--- config.mk ---
export PLATFORM = sky130hd
export DESIGN_NAME = vga_mem_arbiter
export DESIGN_NICKNAME = d
export VERILOG_FILES = /design/src/rtl/vga_mem_pkg.sv /design/src/rtl/mem_req_slot.sv /design/src/rtl/vga_mem_arbiter.sv
export SDC_FILE = /design/constraint.sdc
export NUM_CORES = 1
export LEC_CHECK = 0
export CAP_MARGIN = 25
export CORE_AREA = 2 2 103 80
export DETAILED_ROUTE_END_ITERATION = 8
export DIE_AREA = 0 0 105 82
export HOLD_SLACK_MARGIN = 0.1
export PLACE_DENSITY = 0.8
export SLEW_MARGIN = 5
export SYNTH_ARGS = -nofsm -noshare
export SYNTH_HDL_FRONTEND = slang
export SYNTH_SLANG_ARGS = --single-unit
--- constraint.sdc ---
create_clock -name clk -period 2.5 [get_ports clk]
set_input_delay 0.5 -clock clk [delete_from_list [all_inputs] [get_ports clk]]
set_output_delay 0.5 -clock clk [all_outputs]
set_load 0.01 [all_outputs]
--- src/rtl/vga_mem_pkg.sv ---
// Shared widths and the return-path owner tag for the VGA/CPU memory arbiter.
package vga_mem_pkg;

   localparam int ADDR_W_DEF = 24;
   localparam int DATA_W_DEF = 16;
   localparam int WAIT_W     = 8;

   typedef enum logic [1:0] {
      OWN_NONE   = 2'd0,
      OWN_VGA    = 2'd1,
      OWN_CPU_RD = 2'd2
   } owner_e;

endpackage

--- src/rtl/mem_req_slot.sv ---
// One-entry CPU request buffer with the CPU wait counter; issues only when the
// pixel generator leaves the memory slot free.
module mem_req_slot
   import vga_mem_pkg::*;
#(
   parameter int ADDR_W = ADDR_W_DEF,
   parameter int DATA_W = DATA_W_DEF
)
(
   input  logic              clk,
   input  logic              rst_n,
   input  logic              vga_req,
   input  logic              cpu_req,
   input  logic              cpu_we,
   input  logic [ADDR_W-1:0] cpu_addr,
   input  logic [DATA_W-1:0] cpu_wdata,
   output logic              cpu_ready,
   output logic              issue,
   output logic              buf_valid,
   output logic              buf_we,
   output logic [ADDR_W-1:0] buf_addr,
   output logic [DATA_W-1:0] buf_wdata,
   output logic [WAIT_W-1:0] wait_cnt
);

   function automatic logic [WAIT_W-1:0] sat_inc(input logic [WAIT_W-1:0] v);
      return (v == '1) ? v : v + 1'b1;
   endfunction

   logic accept;

   // Ready while empty or while the buffer drains this cycle, so issue and
   // reload can share one edge.
   assign cpu_ready = !rst_n || !buf_valid || !vga_req;
   assign issue     = rst_n && buf_valid && !vga_req;
   assign accept    = rst_n && cpu_req && cpu_ready;

   always_ff @(posedge clk) begin
      if (!rst_n)
         buf_valid <= 1'b0;
      else if (accept)
         buf_valid <= 1'b1;
      else if (issue)
         buf_valid <= 1'b0;
   end

   always_ff @(posedge clk) begin
      if (accept) begin
         buf_we    <= cpu_we;
         buf_addr  <= cpu_addr;
         buf_wdata <= cpu_wdata;
      end
   end

   always_ff @(posedge clk) begin
      if (!rst_n)
         wait_cnt <= '0;
      else if (issue)
         wait_cnt <= '0;
      else if (buf_valid && vga_req)
         wait_cnt <= sat_inc(wait_cnt);
   end

endmodule

--- src/rtl/vga_mem_arbiter.sv ---
// Shares a single-port memory between a never-stalled pixel generator and a
// buffered CPU port; the owner tag steers read data back to the right client.
module vga_mem_arbiter
   import vga_mem_pkg::*;
#(
   parameter int          ADDR_W       = ADDR_W_DEF,
   parameter int          DATA_W       = DATA_W_DEF,
   parameter logic [7:0]  STARVE_LIMIT = 8'd64
)
(
   input  logic              clk,
   input  logic              rst_n,
   input  logic              vga_req,
   input  logic [ADDR_W-1:0] vga_addr,
   output logic [DATA_W-1:0] vga_rdata,
   input  logic              cpu_req,
   input  logic              cpu_we,
   input  logic [ADDR_W-1:0] cpu_addr,
   input  logic [DATA_W-1:0] cpu_wdata,
   output logic              cpu_ready,
   output logic              cpu_rvalid,
   output logic [DATA_W-1:0] cpu_rdata,
   output logic              cpu_starve,
   output logic [ADDR_W-1:0] mem_addr,
   output logic              mem_we,
   output logic [DATA_W-1:0] mem_wdata,
   input  logic [DATA_W-1:0] mem_rdata
);

   logic              issue;
   logic              buf_valid;
   logic              buf_we;
   logic [ADDR_W-1:0] buf_addr;
   logic [DATA_W-1:0] buf_wdata;
   logic [WAIT_W-1:0] wait_cnt;

   owner_e            own_p0;
   owner_e            own_p1;
   logic              rvld_p2;
   logic [DATA_W-1:0] rdata_p2;

   mem_req_slot #(
      .ADDR_W (ADDR_W),
      .DATA_W (DATA_W)
   ) u_slot (
      .clk       (clk),
      .rst_n     (rst_n),
      .vga_req   (vga_req),
      .cpu_req   (cpu_req),
      .cpu_we    (cpu_we),
      .cpu_addr  (cpu_addr),
      .cpu_wdata (cpu_wdata),
      .cpu_ready (cpu_ready),
      .issue     (issue),
      .buf_valid (buf_valid),
      .buf_we    (buf_we),
      .buf_addr  (buf_addr),
      .buf_wdata (buf_wdata),
      .wait_cnt  (wait_cnt)
   );

   // Stage p0: slot owner and memory command
   always_comb begin
      own_p0    = OWN_NONE;
      mem_addr  = '0;
      mem_we    = 1'b0;
      mem_wdata = '0;
      if (vga_req) begin
         own_p0   = OWN_VGA;
         mem_addr = vga_addr;
      end else if (issue) begin
         own_p0    = buf_we ? OWN_NONE : OWN_CPU_RD;
         mem_addr  = buf_addr;
         mem_we    = buf_we;
         mem_wdata = buf_wdata;
      end
   end

   // Stage p1: owner of the data now on mem_rdata
   always_ff @(posedge clk) begin
      if (!rst_n)
         own_p1 <= OWN_NONE;
      else
         own_p1 <= own_p0;
   end

   // Stage p2: registered CPU read response
   always_ff @(posedge clk) begin
      if (!rst_n) begin
         rvld_p2  <= 1'b0;
         rdata_p2 <= '0;
      end else begin
         rvld_p2 <= (own_p1 == OWN_CPU_RD);
         if (own_p1 == OWN_CPU_RD)
            rdata_p2 <= mem_rdata;
      end
   end

   assign vga_rdata  = mem_rdata;
   assign cpu_rvalid = rvld_p2;
   assign cpu_rdata  = rdata_p2;
   assign cpu_starve = rst_n && (wait_cnt >= STARVE_LIMIT);

endmodule

* After elaboration in Yosys (flattened, before gate mapping)
Cells that the tools add are included.
** Cells by class
- Add/subtract/negate cells :: 1
- Order comparisons :: 1
- Eq/ne operators :: 2
- Mux-type cells :: 11
- Bitwise operators :: 3
- Reductions and logical operators :: 15
** Operators by type and width (count)
- 2-to-1 mux 24 bit :: 2
- 2-to-1 mux 16 bit :: 2
- adder 8 x 1 -> 8 bit, second input constant :: 1
- == test 8 bit, second input constant :: 1
- >= comparator 8 x 7 -> 1 bit, second input constant :: 1
- logical AND 1 bit :: 6
- 2-to-1 mux 1 bit :: 6
- logical NOT 1 bit :: 3
- NOT 1 bit :: 3
- OR reduction 3 bit :: 1
- == test 2 bit, second input constant :: 1
- logical OR 1 bit :: 2
- 2-to-1 mux 2 bit :: 1
- AND reduction 2 bit :: 1
- nonzero test 2 bit :: 1
- OR reduction 2 bit :: 1
** Storage, ports and cells
- Register bits :: 69
- Input bits :: 85

* Longest topological paths before layout
Gate-level depths: netlist of run 1.
- Depth after elaboration :: 5
- Depth in mapped cells :: 5
- Mapped depth without buffers :: 4

* Modules after synthesis
From an unflattened synthesis of run 1, not the netlist that was laid out.
** Unflattened totals
- Cells, all modules :: 247
- Area total of the unflattened synthesis :: 3011.6 µm²
** Modules (own cells, without submodules)
- mem_req_slot :: times used 1, cells each 100, area each 1761.7 µm², sequential area each 1411.4 µm²
- vga_mem_arbiter :: times used 1, cells each 147, area each 1249.9 µm², sequential area each 380.4 µm²

* Worst setup path after synthesis of run 1
OpenSTA, ideal clock, no wires.
- Path type :: input port to flip-flop
- Start :: input rst_n
- End :: register u_slot.buf_addr[0], enable pin
- Setup time :: 403 ps
- Arrival :: 1833 ps
- Required time :: 2097 ps
- Path slack :: 265 ps
- Stages :: 2
- Buffers on the path :: 1
- Cell sequence :: clkbuf_1 and3_1
** On the way
- Cells in the longest elaborated chain, start to end :: 4
- Elaborated cells between the ends (all ways) :: 5
- Classes of those cells :: 5 x reduce/logical
** RTL lines
- start: declaration :: line vga_mem_arbiter.sv:12 : input logic rst_n,
- logical NOT 1 bit
- logical OR 1 bit (2 in series) :: line mem_req_slot.sv:34 : assign cpu_ready = !rst_n || !buf_valid || !vga_req;
- logical AND 1 bit * :: line mem_req_slot.sv:36 : assign accept = rst_n && cpu_req && cpu_ready;
- named net u_slot.accept :: line mem_req_slot.sv:30 : logic accept;
- end signal: assignment :: line mem_req_slot.sv:50 : buf_addr <= cpu_addr;
- end: declaration :: line mem_req_slot.sv:21 : output logic [ADDR_W-1:0] buf_addr,
Mark *: on every way through the listed nets, which the timed path passes. The rest lies on a longest branch.
A chain may end at the register's enable or synchronous reset.

* Worst setup path after layout of run 1
- Start :: input vga_req
- End :: output mem_wdata[6]
** On the way
- Cells in the longest elaborated chain, start to end :: 4
** RTL lines
- start: declaration :: line vga_mem_arbiter.sv:13 : input logic vga_req,
- logical NOT 1 bit :: line mem_req_slot.sv:35 : assign issue = rst_n && buf_valid && !vga_req;
- logical AND 1 bit :: line mem_req_slot.sv:35
- 2-to-1 mux 16 bit :: line vga_mem_arbiter.sv:71 : end else if (issue) begin
- 2-to-1 mux 16 bit * :: line vga_mem_arbiter.sv:68 : if (vga_req) begin
- end: declaration :: line vga_mem_arbiter.sv:26 : output logic [DATA_W-1:0] mem_wdata,
Every way passes the cells marked *; elsewhere a longest branch is shown, timed or not.

==> results of run 1 <==
synth_stat cells:
master | instances | area, um^2
edfxtp_1 | 41 | 1230
nand2_1 | 37 | 139
dfxtp_1 | 28 | 561
a22o_1 | 24 | 210
and2_1 | 19 | 119
buf_4 | 18 | 135
a21oi_1 | 17 | 85.1
nand3_1 | 7 | 35.0
buf_2 | 6 | 30.0
a211oi_1 | 5 | 37.5
buf_6 | 4 | 45.0
inv_1 | 4 | 15.0
mux2i_1 | 3 | 30.0
nor2_1 | 3 | 11.3
nor4_1 | 3 | 18.8
clkbuf_1 | 2 | 7.51
nand2b_1 | 2 | 12.5
nand3b_1 | 2 | 15.0
nand4_1 | 2 | 12.5
nor3b_1 | 2 | 15.0
o21ai_0 | 2 | 10.0
a311oi_2 | 1 | 15.0
a31oi_2 | 1 | 12.5
a41oi_1 | 1 | 8.76
and3_1 | 1 | 6.26
and3_2 | 1 | 7.51
and3_4 | 1 | 11.3
and4_1 | 1 | 8.76
clkbuf_2 | 1 | 5.00
ha_1 | 1 | 12.5
nor2_8 | 1 | 20.0
nor2b_1 | 1 | 6.26
nor3_1 | 1 | 5.00
o21a_1 | 1 | 7.51
repair_timing:
item / CTS / global route
gates resized for setup: 42 / 5
hold endpoints to repair: 0 / 0
endpoints found under the setup margin: 43 / 3
state kept, by name, indices dropped and copies added (netlist names):
signal,count
u_slot.buf_valid,1
cpu_rvalid,1
own_p1,2
u_slot.buf_we,1
u_slot.wait_cnt,8
u_slot.buf_wdata,16
u_slot.buf_addr,24
cpu_rdata,16
critical path: stages:
cell	delay (ns)
clkdlybuf4s50_1	0.45
nand2b_2	0.24
nor2_8	0.12
buf_12	0.17
and2_1	0.17
dlygate4sd2_1	0.28
layout make-up:
cell class	instances	area (um^2)	share of cell area [%]
Multi-Input combinational cell	140	876	18.9
Clock inverter	6	41.3	0.891
Clock buffer	9	124	2.67
Sequential cell	69	1790	38.7
Tap cell	105	131	2.84
Timing Repair Buffer	168	1650	35.7
Inverter	4	15.0	0.324
worst max-delay path by stage:
stage	startpoint	to	slack, ns	cells past startpoint
detailed placement	vga_req	mem_wdata[6]	-0.20	6
finish	vga_req	mem_wdata[6]	0.06	6
global route	vga_req	cpu_ready	-0.01	5
CTS	vga_req	mem_addr[14]	-0.10	6
global placement	vga_req	mem_wdata[6]	-0.21	6
floorplan	rst_n	u_slot.buf_addr[0]	0.26	2
through the flow:
step	hold WS, ns	setup TNS, ns	util (%)	setup WS (ns)	std cells
3_3_place_gp	0.442	-6.08	58.9	-0.207	486
3_5_place_dp	0.449	-6.57	58.9	-0.197	486
2_1_floorplan	0.411	0	-	0.265	244
4_1_cts	0.459	-0.253	60.5	-0.102	501
6_report	0.455	0	60.7	0.0562	501
5_1_grt	0.477	-0.0110	60.7	-0.0110	501
logic make-up (layout without fill, tap and decap cells):
kind of cell | Yosys count | in the layout | synth area share (%)
AO/OA/AOI/OAI | 52 | 52 | 13.3
adder cells (fa/ha/maj) | 1 | 1 | 0.431
buffers and inverters | 35 | 187 | 8.19
flip-flops | 69 | 69 | 61.8
multiplexers | 3 | 3 | 1.03
AND/OR/NAND/NOR | 84 | 84 | 15.3
power breakdown:
part / switching [mW] / internal [mW] / total [mW]
Clock: 0.419 / 0.351 / 0.770
Sequential: 0.0129 / 1.24 / 1.26
Combinational: 0.123 / 0.213 / 0.336
metal layers:
metal / GRT usage [%] / vias up / wire length, um
li1: - / 1163 / -
met1: 18.7 / 1096 / 2970
met2: 29.3 / 127 / 3540
met3: 8.81 / 14 / 798
met4: 7.60 / 0 / 159
met5: 0 / - / 0
==> impl_metrics.py, run 1 <==
metrics = {
    "die": {
        "fp-row-count": 28,
        "io_pins": 161,
        "die_w_um": 105,
        "design.core.area_um2": 7640,
        "die_h_um": 82,
        "start_util_pct": 38.0,
        "fp.dieArea_um2": 8610,
    },
    "synthesis": {
        "ys_types": 34,
        "syn_nets": 330,
        "ys_warn_count": 0,
        "syn_avg_cell_area_um2": 11.9,
        "synth-seq-area-share_pct": 61.8,
        "syn_inst": 244,
        "synth_seq_cells": 69,
        "netlist_area_um2": 2900,
    },
    "setup_path": {
        "reg2regPathDepth": 3,
        "worst-setup-path-type": "input port to primary output",
        "critPathRequiredTime_ns": 2.00,
        "cp_data_arrival_time_ns": 1.94,
        "startpoint_type": "input port",
        "r2r-end": "u_slot.buf_addr[10]",
        "critPathCaptureType": "primary output",
        "r2r_slack_ns": 1.09,
        "critPathMaxFanout": 31,
        "worstReg2RegStart": "u_slot.buf_valid",
    },
    "timing": {
        "maxSlewHeadroom_pct": 61.2,
        "setup_viol": 0,
        "finalHoldViolCount": 0,
        "maxSlewViolCount": 0,
        "finalClockSkew_ns": 0.00743,
        "tightest_slew_ns": 0.582,
        "max_freq_ghz": 0.409,
        "rsz0062_at_grt": "yes",
        "fin_crit_ns": 2.44,
        "period_share_pct": 97.8,
    },
    "detailed_routing": {
        "wirelength_um": 7470,
        "drc_errors": 0,
        "dr.first_iter.drc_count": 51,
        "vias": 2400,
        "dr.pass1.iters": 4,
        "routedWlPerCell_um": 14.9,
        "antenna_left": 0,
        "vias_per_cell": 4.79,
    },
    "clocking": {
        "holdBufCountCts": 0,
        "clk_pin_slew_ns": 0.07,
        "cts_sinks": 69,
        "htree_levels": 3,
        "cts_setup_buffers": 0,
        "cts_root_buf": "clkbuf_8",
        "clock_path_buffers": 2,
        "cts_tree": "yes",
        "cts_made_buffers": 9,
        "clk_latency_ns": 0.34,
    },
    "worst_hold_path": {
        "hp-start": "cpu_rdata[8]",
        "whs_endpoint": "cpu_rdata[8]",
        "hold_class": "flip-flop to flip-flop",
        "hold_depth": 2,
    },
    "layout": {
        "mostFrequentLayoutCell": "clkdlybuf4s50_1",
        "fillers": 653,
        "design_area_um2": 4630,
        "drive_gt1_share_pct": 7.58,
        "n_antenna_cell": 0,
        "synthToLayoutAreaGrowth_pct": 59.7,
        "layout.nets": 478,
        "final_cell_mix": "clkdlybuf4s50_1 (118), edfxtp_1 (41), dlygate4sd2_1 (39)",
    },
    "status": {
        "outcome": "completed",
    },
    "global_route": {
        "track_usage_pct": 17.4,
        "grt_pass1_wl_um": 11500,
        "antenna_found_initial": 0,
        "grt_pass1_vias": 2351,
        "overflow": 0,
        "grt_max_degree": 37,
    },
    "placement": {
        "io_buffer_count": 160,
        "dpl_cell_area_um2": 4500,
        "hpwl_um": 5510,
        "gp_congestion": 0.783,
    },
    "run": {
        "maxCapViolations": 0,
    },
    "pwr": {
        "power_density_nw_per_um2": 510,
        "power_mw": 2.36,
        "ir_drop_mv": 0.308,
        "p_leak_nw": 1.78,
    },
}
Power figures use the tool's default switching activity.
==> inputs of run 2 (changes only) <==
--- a/config.mk
+++ b/config.mk
@@ -9,6 +9,7 @@
 export CORE_AREA = 2 2 103 80
 export DETAILED_ROUTE_END_ITERATION = 8
 export DIE_AREA = 0 0 105 82
+export GPL_ROUTABILITY_DRIVEN = 0
 export HOLD_SLACK_MARGIN = 0.1
 export PLACE_DENSITY = 0.8
 export SLEW_MARGIN = 5
==> results of run 2 <==
No change in the layout: final DEF, timing and power equal those of run 1.
